## src/rtl/id_ex_stage_pkg.sv

```systemverilog
// id_ex_stage_pkg: control encodings and the ID/EX pipeline record shared by the decode/execute boundary.
package id_ex_stage_pkg;

    localparam logic [1:0] REGDST_RT = 2'b00;
    localparam logic [1:0] REGDST_RD = 2'b01;
    localparam logic [1:0] REGDST_RA = 2'b10;
    localparam logic [1:0] REGDST_K0 = 2'b11;

    localparam logic [1:0] MEMTOREG_ALU = 2'b00;
    localparam logic [1:0] MEMTOREG_MEM = 2'b01;
    localparam logic [1:0] MEMTOREG_PC  = 2'b10;

    localparam logic [1:0] PCSRC_SEQ    = 2'b00;
    localparam logic [1:0] PCSRC_BRANCH = 2'b01;
    localparam logic [1:0] PCSRC_JUMP   = 2'b10;
    localparam logic [1:0] PCSRC_JR     = 2'b11;

    typedef struct packed {
        logic        valid;
        logic [31:0] pc_plus4;
        logic [4:0]  rs;
        logic [4:0]  rt;
        logic [4:0]  rd;
        logic [4:0]  shamt;
        logic [5:0]  funct;
        logic [31:0] rs_data;
        logic [31:0] rt_data;
        logic [31:0] imm;
        logic        irq;
        logic [1:0]  pcsrc;
        logic        regwrite;
        logic [1:0]  regdst;
        logic        memread;
        logic        memwrite;
        logic [1:0]  memtoreg;
        logic        alusrc1;
        logic        alusrc2;
        logic [1:0]  aluop;
    } id_ex_t;

    // A bubble is an all-zero record: invalid, no writes, sequential PC, i.e. a NOP.
    localparam id_ex_t BUBBLE = '0;

endpackage

```

## src/rtl/id_ex_stage_hazard.sv

```systemverilog
// hazard_load_use: combinational load-use detector, shared with the forwarding unit.
module hazard_load_use (
    input  logic       ex_valid_i,
    input  logic       ex_memread_i,
    input  logic [4:0] ex_rt_i,
    input  logic       id_valid_i,
    input  logic [4:0] id_rs_i,
    input  logic [4:0] id_rt_i,
    output logic       load_use_o
);

    // Conservative: rt is compared even when the ID instruction only writes it.
    assign load_use_o = ex_valid_i & ex_memread_i & (ex_rt_i != 5'd0) & id_valid_i &
                        ((ex_rt_i == id_rs_i) | (ex_rt_i == id_rt_i));

endmodule

```

## src/rtl/id_ex_stage.sv

```systemverilog
// id_ex_stage: ID/EX pipeline register with load-use bubble insertion, flush squashing
// and saturating debug counters for bubbles and flushes.
module id_ex_stage
    import id_ex_stage_pkg::*;
#(
    parameter int CNT_W = 16
) (
    input  logic             clk,
    input  logic             reset,
    input  logic             hold,
    input  logic             flush,
    input  logic             id_valid,
    input  logic [31:0]      id_pc_plus4,
    input  logic [4:0]       id_rs,
    input  logic [4:0]       id_rt,
    input  logic [4:0]       id_rd,
    input  logic [4:0]       id_shamt,
    input  logic [5:0]       id_funct,
    input  logic [31:0]      id_rs_data,
    input  logic [31:0]      id_rt_data,
    input  logic [31:0]      id_imm,
    input  logic             id_irq,
    input  logic [1:0]       id_pcsrc,
    input  logic             id_regwrite,
    input  logic [1:0]       id_regdst,
    input  logic             id_memread,
    input  logic             id_memwrite,
    input  logic [1:0]       id_memtoreg,
    input  logic             id_alusrc1,
    input  logic             id_alusrc2,
    input  logic [1:0]       id_aluop,
    output logic             ex_valid,
    output logic [31:0]      ex_pc_plus4,
    output logic [4:0]       ex_rs,
    output logic [4:0]       ex_rt,
    output logic [4:0]       ex_rd,
    output logic [4:0]       ex_shamt,
    output logic [5:0]       ex_funct,
    output logic [31:0]      ex_rs_data,
    output logic [31:0]      ex_rt_data,
    output logic [31:0]      ex_imm,
    output logic             ex_irq,
    output logic [1:0]       ex_pcsrc,
    output logic             ex_regwrite,
    output logic [1:0]       ex_regdst,
    output logic             ex_memread,
    output logic             ex_memwrite,
    output logic [1:0]       ex_memtoreg,
    output logic             ex_alusrc1,
    output logic             ex_alusrc2,
    output logic [1:0]       ex_aluop,
    output logic             load_use,
    output logic [CNT_W-1:0] bubble_cnt,
    output logic [CNT_W-1:0] flush_cnt
);

    id_ex_t           id_s, ex_q, ex_d;
    logic [CNT_W-1:0] bubble_cnt_q, bubble_cnt_d, flush_cnt_q, flush_cnt_d;
    logic             bubble_ins;

    assign id_s = '{
        valid:    id_valid,
        pc_plus4: id_pc_plus4,
        rs:       id_rs,
        rt:       id_rt,
        rd:       id_rd,
        shamt:    id_shamt,
        funct:    id_funct,
        rs_data:  id_rs_data,
        rt_data:  id_rt_data,
        imm:      id_imm,
        irq:      id_irq,
        pcsrc:    id_pcsrc,
        regwrite: id_regwrite,
        regdst:   id_regdst,
        memread:  id_memread,
        memwrite: id_memwrite,
        memtoreg: id_memtoreg,
        alusrc1:  id_alusrc1,
        alusrc2:  id_alusrc2,
        aluop:    id_aluop
    };

    hazard_load_use u_hazard (
        .ex_valid_i   (ex_q.valid),
        .ex_memread_i (ex_q.memread),
        .ex_rt_i      (ex_q.rt),
        .id_valid_i   (id_valid),
        .id_rs_i      (id_rs),
        .id_rt_i      (id_rt),
        .load_use_o   (load_use)
    );

    // Flush outranks hold, and hold masks load_use, so a bubble is only counted when it is loaded.
    assign bubble_ins = ~flush & ~hold & load_use;

    always_comb begin
        ex_d         = flush ? BUBBLE : hold ? ex_q : load_use ? BUBBLE : id_s;
        flush_cnt_d  = (flush & ~&flush_cnt_q) ? flush_cnt_q + CNT_W'(1) : flush_cnt_q;
        bubble_cnt_d = (bubble_ins & ~&bubble_cnt_q) ? bubble_cnt_q + CNT_W'(1) : bubble_cnt_q;
    end

    always_ff @(posedge clk or posedge reset) begin
        if (reset) begin
            ex_q         <= BUBBLE;
            bubble_cnt_q <= '0;
            flush_cnt_q  <= '0;
        end else begin
            ex_q         <= ex_d;
            bubble_cnt_q <= bubble_cnt_d;
            flush_cnt_q  <= flush_cnt_d;
        end
    end

    assign ex_valid    = ex_q.valid;
    assign ex_pc_plus4 = ex_q.pc_plus4;
    assign ex_rs       = ex_q.rs;
    assign ex_rt       = ex_q.rt;
    assign ex_rd       = ex_q.rd;
    assign ex_shamt    = ex_q.shamt;
    assign ex_funct    = ex_q.funct;
    assign ex_rs_data  = ex_q.rs_data;
    assign ex_rt_data  = ex_q.rt_data;
    assign ex_imm      = ex_q.imm;
    assign ex_irq      = ex_q.irq;
    assign ex_pcsrc    = ex_q.pcsrc;
    assign ex_regwrite = ex_q.regwrite;
    assign ex_regdst   = ex_q.regdst;
    assign ex_memread  = ex_q.memread;
    assign ex_memwrite = ex_q.memwrite;
    assign ex_memtoreg = ex_q.memtoreg;
    assign ex_alusrc1  = ex_q.alusrc1;
    assign ex_alusrc2  = ex_q.alusrc2;
    assign ex_aluop    = ex_q.aluop;
    assign bubble_cnt  = bubble_cnt_q;
    assign flush_cnt   = flush_cnt_q;

endmodule

```

## config.mk

```make
export PLATFORM = sky130hd
export DESIGN_NAME = id_ex_stage
export DESIGN_NICKNAME = d
export VERILOG_FILES = /design/src/rtl/id_ex_stage_pkg.sv /design/src/rtl/id_ex_stage_hazard.sv /design/src/rtl/id_ex_stage.sv
export SDC_FILE = /design/constraint.sdc
export NUM_CORES = 1
export LEC_CHECK = 0
export CORE_ASPECT_RATIO = 0.6
export CORE_MARGIN = 2
export CORE_UTILIZATION = 44
export DETAILED_ROUTE_END_ITERATION = 10
export PLACE_DENSITY_LB_ADDON = 0.25
export SETUP_SLACK_MARGIN = 0.1
export SYNTH_ARGS = -nofsm -noshare
export SYNTH_HDL_FRONTEND = slang
export SYNTH_SLANG_ARGS = --single-unit
```

## constraint.sdc

```tcl
create_clock -name clk -period 7.9 [get_ports clk]
set_input_delay 0.79 -clock clk [delete_from_list [all_inputs] [get_ports clk]]
set_output_delay 0.79 -clock clk [all_outputs]
set_load 0.01 [all_outputs]
```

==> impl_metrics.env <==
export IMPL_slowest_delay_ps=670
export IMPL_grt_max_degree=148
export IMPL_power_density_mw_per_mm2=185
export IMPL_synthAdderAreaFrac_pct=0.261
export IMPL_ys_async_sr_fraction_pct=100
export IMPL_path_cells="clkdlybuf4s50_1, xor2_1, nor3_1, a22oi_2, buf_4, nor2_4, buf_4, clkdlybuf4s50_1"
export IMPL_core_rowCount=41
export IMPL_io_buffers=374
export IMPL_tns_ps=0
export IMPL_drv_cap=0
export IMPL_die_area_mm2=0.0230
export IMPL_fill_cells=1688
export IMPL_swShare_pct=25.7
export IMPL_drive_gt1_share_pct=4.85
export IMPL_yosys_area_top_type_share_pct=52.4
export IMPL_routed_via_density=5.30
export IMPL_fp_coreArea_mm2=0.0212
export IMPL_end_kind="primary output"
export IMPL_vias=8701
export IMPL_ant_nets=0
export IMPL_synth_seq_cells=201
export IMPL_cts_htree_levels=1
export IMPL_syn_cell_area_mm2=0.00960
export IMPL_fmax_mhz=226
export IMPL_nets=1523
export IMPL_syn_num_nets=1206
export IMPL_slew_headroom_pct=26.0
export IMPL_vdd_drop_max_uv=125
export IMPL_layout_setup_ws_ps=3470
export IMPL_routed_wl_mm=29.3
export IMPL_yosys_area_top_type="dfrtp_1"
export IMPL_startpoint_type="input pin"
export IMPL_synth_compound_area_share_pct=18.0
export IMPL_power_share_clock_pct=38.3
export IMPL_fin_skew_ps=14.2
export IMPL_r2r_setup_slack_ps=5020
export IMPL_crit_family="buffers and inverters"
export IMPL_cpMaxStageDelayCell="clkdlybuf4s50_1"
export IMPL_antenna_found_initial=2
export IMPL_overflow=0
export IMPL_maxSlewViolCount=0
export IMPL_synthFlopType="dfrtp_1"
export IMPL_synthTopCellsByArea="dfrtp_1 52%, nand2_1 7.2%, nor2b_1 6.8%, a21oi_1 5.5%, o21ai_0 5.2%"
export IMPL_path_buf_inv=4
export IMPL_cts_setup_buffers=0
export IMPL_grtUsageTotal_pct=24.7
export IMPL_fp_dieW_um=195
export IMPL_clk_pin_slew_ps=60
export IMPL_synth_top_family_by_area="simple AND/OR/NAND/NOR gates"
export IMPL_rsz0062_at_grt="false"
export IMPL_power_mw=2.60
export IMPL_clockRootBuffer="clkbuf_16"
export IMPL_internal_power_mw=1.93
export IMPL_tightest_slew_ps=1110
export IMPL_seq_power_share_pct=44.2
export IMPL_ys_warn_count=0
export IMPL_area_growth_pct=46.5
export IMPL_multi_input_area_mm2=0.00391
export IMPL_setup_viol=0
export IMPL_synth_seq_area_share_pct=52.4
export IMPL_post_route_min_period_ps=4430
export IMPL_power_share_combinational_pct=17.5
export IMPL_muxShareOfSynthArea_pct=0.235
export IMPL_clock_sinks=201
export IMPL_status="finished, final reports clean"
export IMPL_cts_hold_buf=0
export IMPL_yosysUniqueCellTypes=36
export IMPL_crit_arrival_ps=3640
export IMPL_boundaryPins=375
export IMPL_crit_fanout=66
export IMPL_post_cts_resized=0
export IMPL_place_ws_ps=3510
export IMPL_clk_latency_ps=500
export IMPL_wl_per_cell_um=17.9
export IMPL_synth_avg_cell_area_um2=9.31
export IMPL_synth_xor_area_share_pct=3.65
export IMPL_dp_hpwl_mm=19.3
export IMPL_path_class="input pin to primary output"
export IMPL_tritoncts="done"
export IMPL_routabilityCongestion=0.865
export IMPL_cts_buffers=20
export IMPL_required_ps=7110
export IMPL_cts_buffer_depth=3
export IMPL_first_global_vias=8232
export IMPL_drt_iter0_drc=581
export IMPL_initial_core_util_pct=45.3
export IMPL_synthSimpleGateAreaFrac_pct=18.4
export IMPL_firstDrtPassIters=5
export IMPL_power_leakage_nw=5.96
export IMPL_drc=0
export IMPL_min_path_type="flip-flop to flip-flop"
export IMPL_post_route_period_util_pct=56.0
export IMPL_p_switching_uw=668
export IMPL_synth_edf_count=0
export IMPL_hold_viol_final=0
export IMPL_grt_pass1_wl_mm=46.1
export IMPL_synthCells=1031
export IMPL_regArea_mm2=0.00503
export IMPL_die_y_um=118
[Yosys cell counts, drive strengths merged (3+ instances only)]
master	n
a21oi	105
and2	3
and4	3
buf	23
clkbuf	66
dfrtp	201
inv	67
nand2	184
nand3	10
nand4	12
nor2	10
nor2b	105
nor3	6
nor4	13
o21ai	104
o41ai	65
xnor2	10
xor2	30
[stage by stage]
| step | util (%) | std cells | hold slack, ps | instance area, um2 |
|---|---|---|---|---|
| CTS | 66.3 | 1640 | 477 | 14100 |
| finish | 66.3 | 1642 | 477 | 14100 |
| global placement | 63.1 | 1605 | 454 | 13400 |
| global route | 66.3 | 1642 | 488 | 14100 |
| floorplan | - | 1031 | 511 | 9600 |
| detailed placement | 63.1 | 1605 | 461 | 13400 |
[per-layer routing]
metal	GRT usage, %	wire length (um)	vias up	part of all wire [%]
li1	-	-	4134	-
met1	33.2	12700	4191	43
met2	38.6	13400	311	46
met3	7.13	2350	65	8.0
met4	7.55	908	0	3.1
met5	0	0	-	0
[cells in the final DEF, fill, tap and decap left out, types with 12 or more instances in the layout]
cell type and n:
nand4_1 12, inv_1 66, a21oi_1 105, clkdlybuf4s50_1 372
dfrtp_1 201, xor2_1 30, clkbuf_16 21, o21ai_0 100
nand2_1 184, o41ai_1 55, nor2b_1 104
[worst reg2reg max path: cells and delay by family (launching register included)]
family	cells	cell delay, ps
flops	1	440
buf+inv	2	1110
compound gates	3	630
simple gates	1	610
[cell families after synthesis]
logic type / Yosys count
compound gates: 277
xor+xnor: 40
flops: 201
mux: 2
fa+ha+maj: 2
buf+inv: 156
simple gates: 353
[sequential cells by signal, summed over array words and instances (netlist names), 5 cells and up]
signal and count:
ex_rs_data 32, flush_cnt 16, ex_imm 32, ex_funct 6, ex_rs 5, ex_rt 5
ex_rd 5, ex_pc_plus4 32, bubble_cnt 16, ex_rt_data 32, ex_shamt 5
[power groups by stage]
stage                     registers, mW  clock network (mW)  logic [mW]
after global placement             1.16                   0       0.453
after floorplan                    1.19                   0       0.164
after detailed placement           1.16                   0       0.457
final                              1.15               0.995       0.454
after global routing               1.16                1.06       0.492
after CTS                          1.15                1.02       0.459
[cell type report]
type	instances	area share [%]
Inverter	67	1.84
Timing Repair Buffer	384	27.2
Multi-Input combinational cell	674	27.8
Tap cell	279	2.48
Clock inverter	6	0.614
Clock buffer	29	4.24
Sequential cell	201	35.8
Antenna cell	2	0.0356
[path summary, 6_finish.rpt]
check / startpoint / cells past startpoint / to
max in group asynchronous: reset / 3 / ex_rs_data[25]
max reg2reg: ex_rt[1] / 6 / ex_rt_data[23]
max: id_rs[4] / 8 / load_use
min in group asynchronous: reset / 2 / flush_cnt[14]
min reg2reg: ex_pc_plus4[11] / 2 / ex_pc_plus4[11]
min: ex_pc_plus4[11] / 2 / ex_pc_plus4[11]
Power figures use the tool's default switching activity.
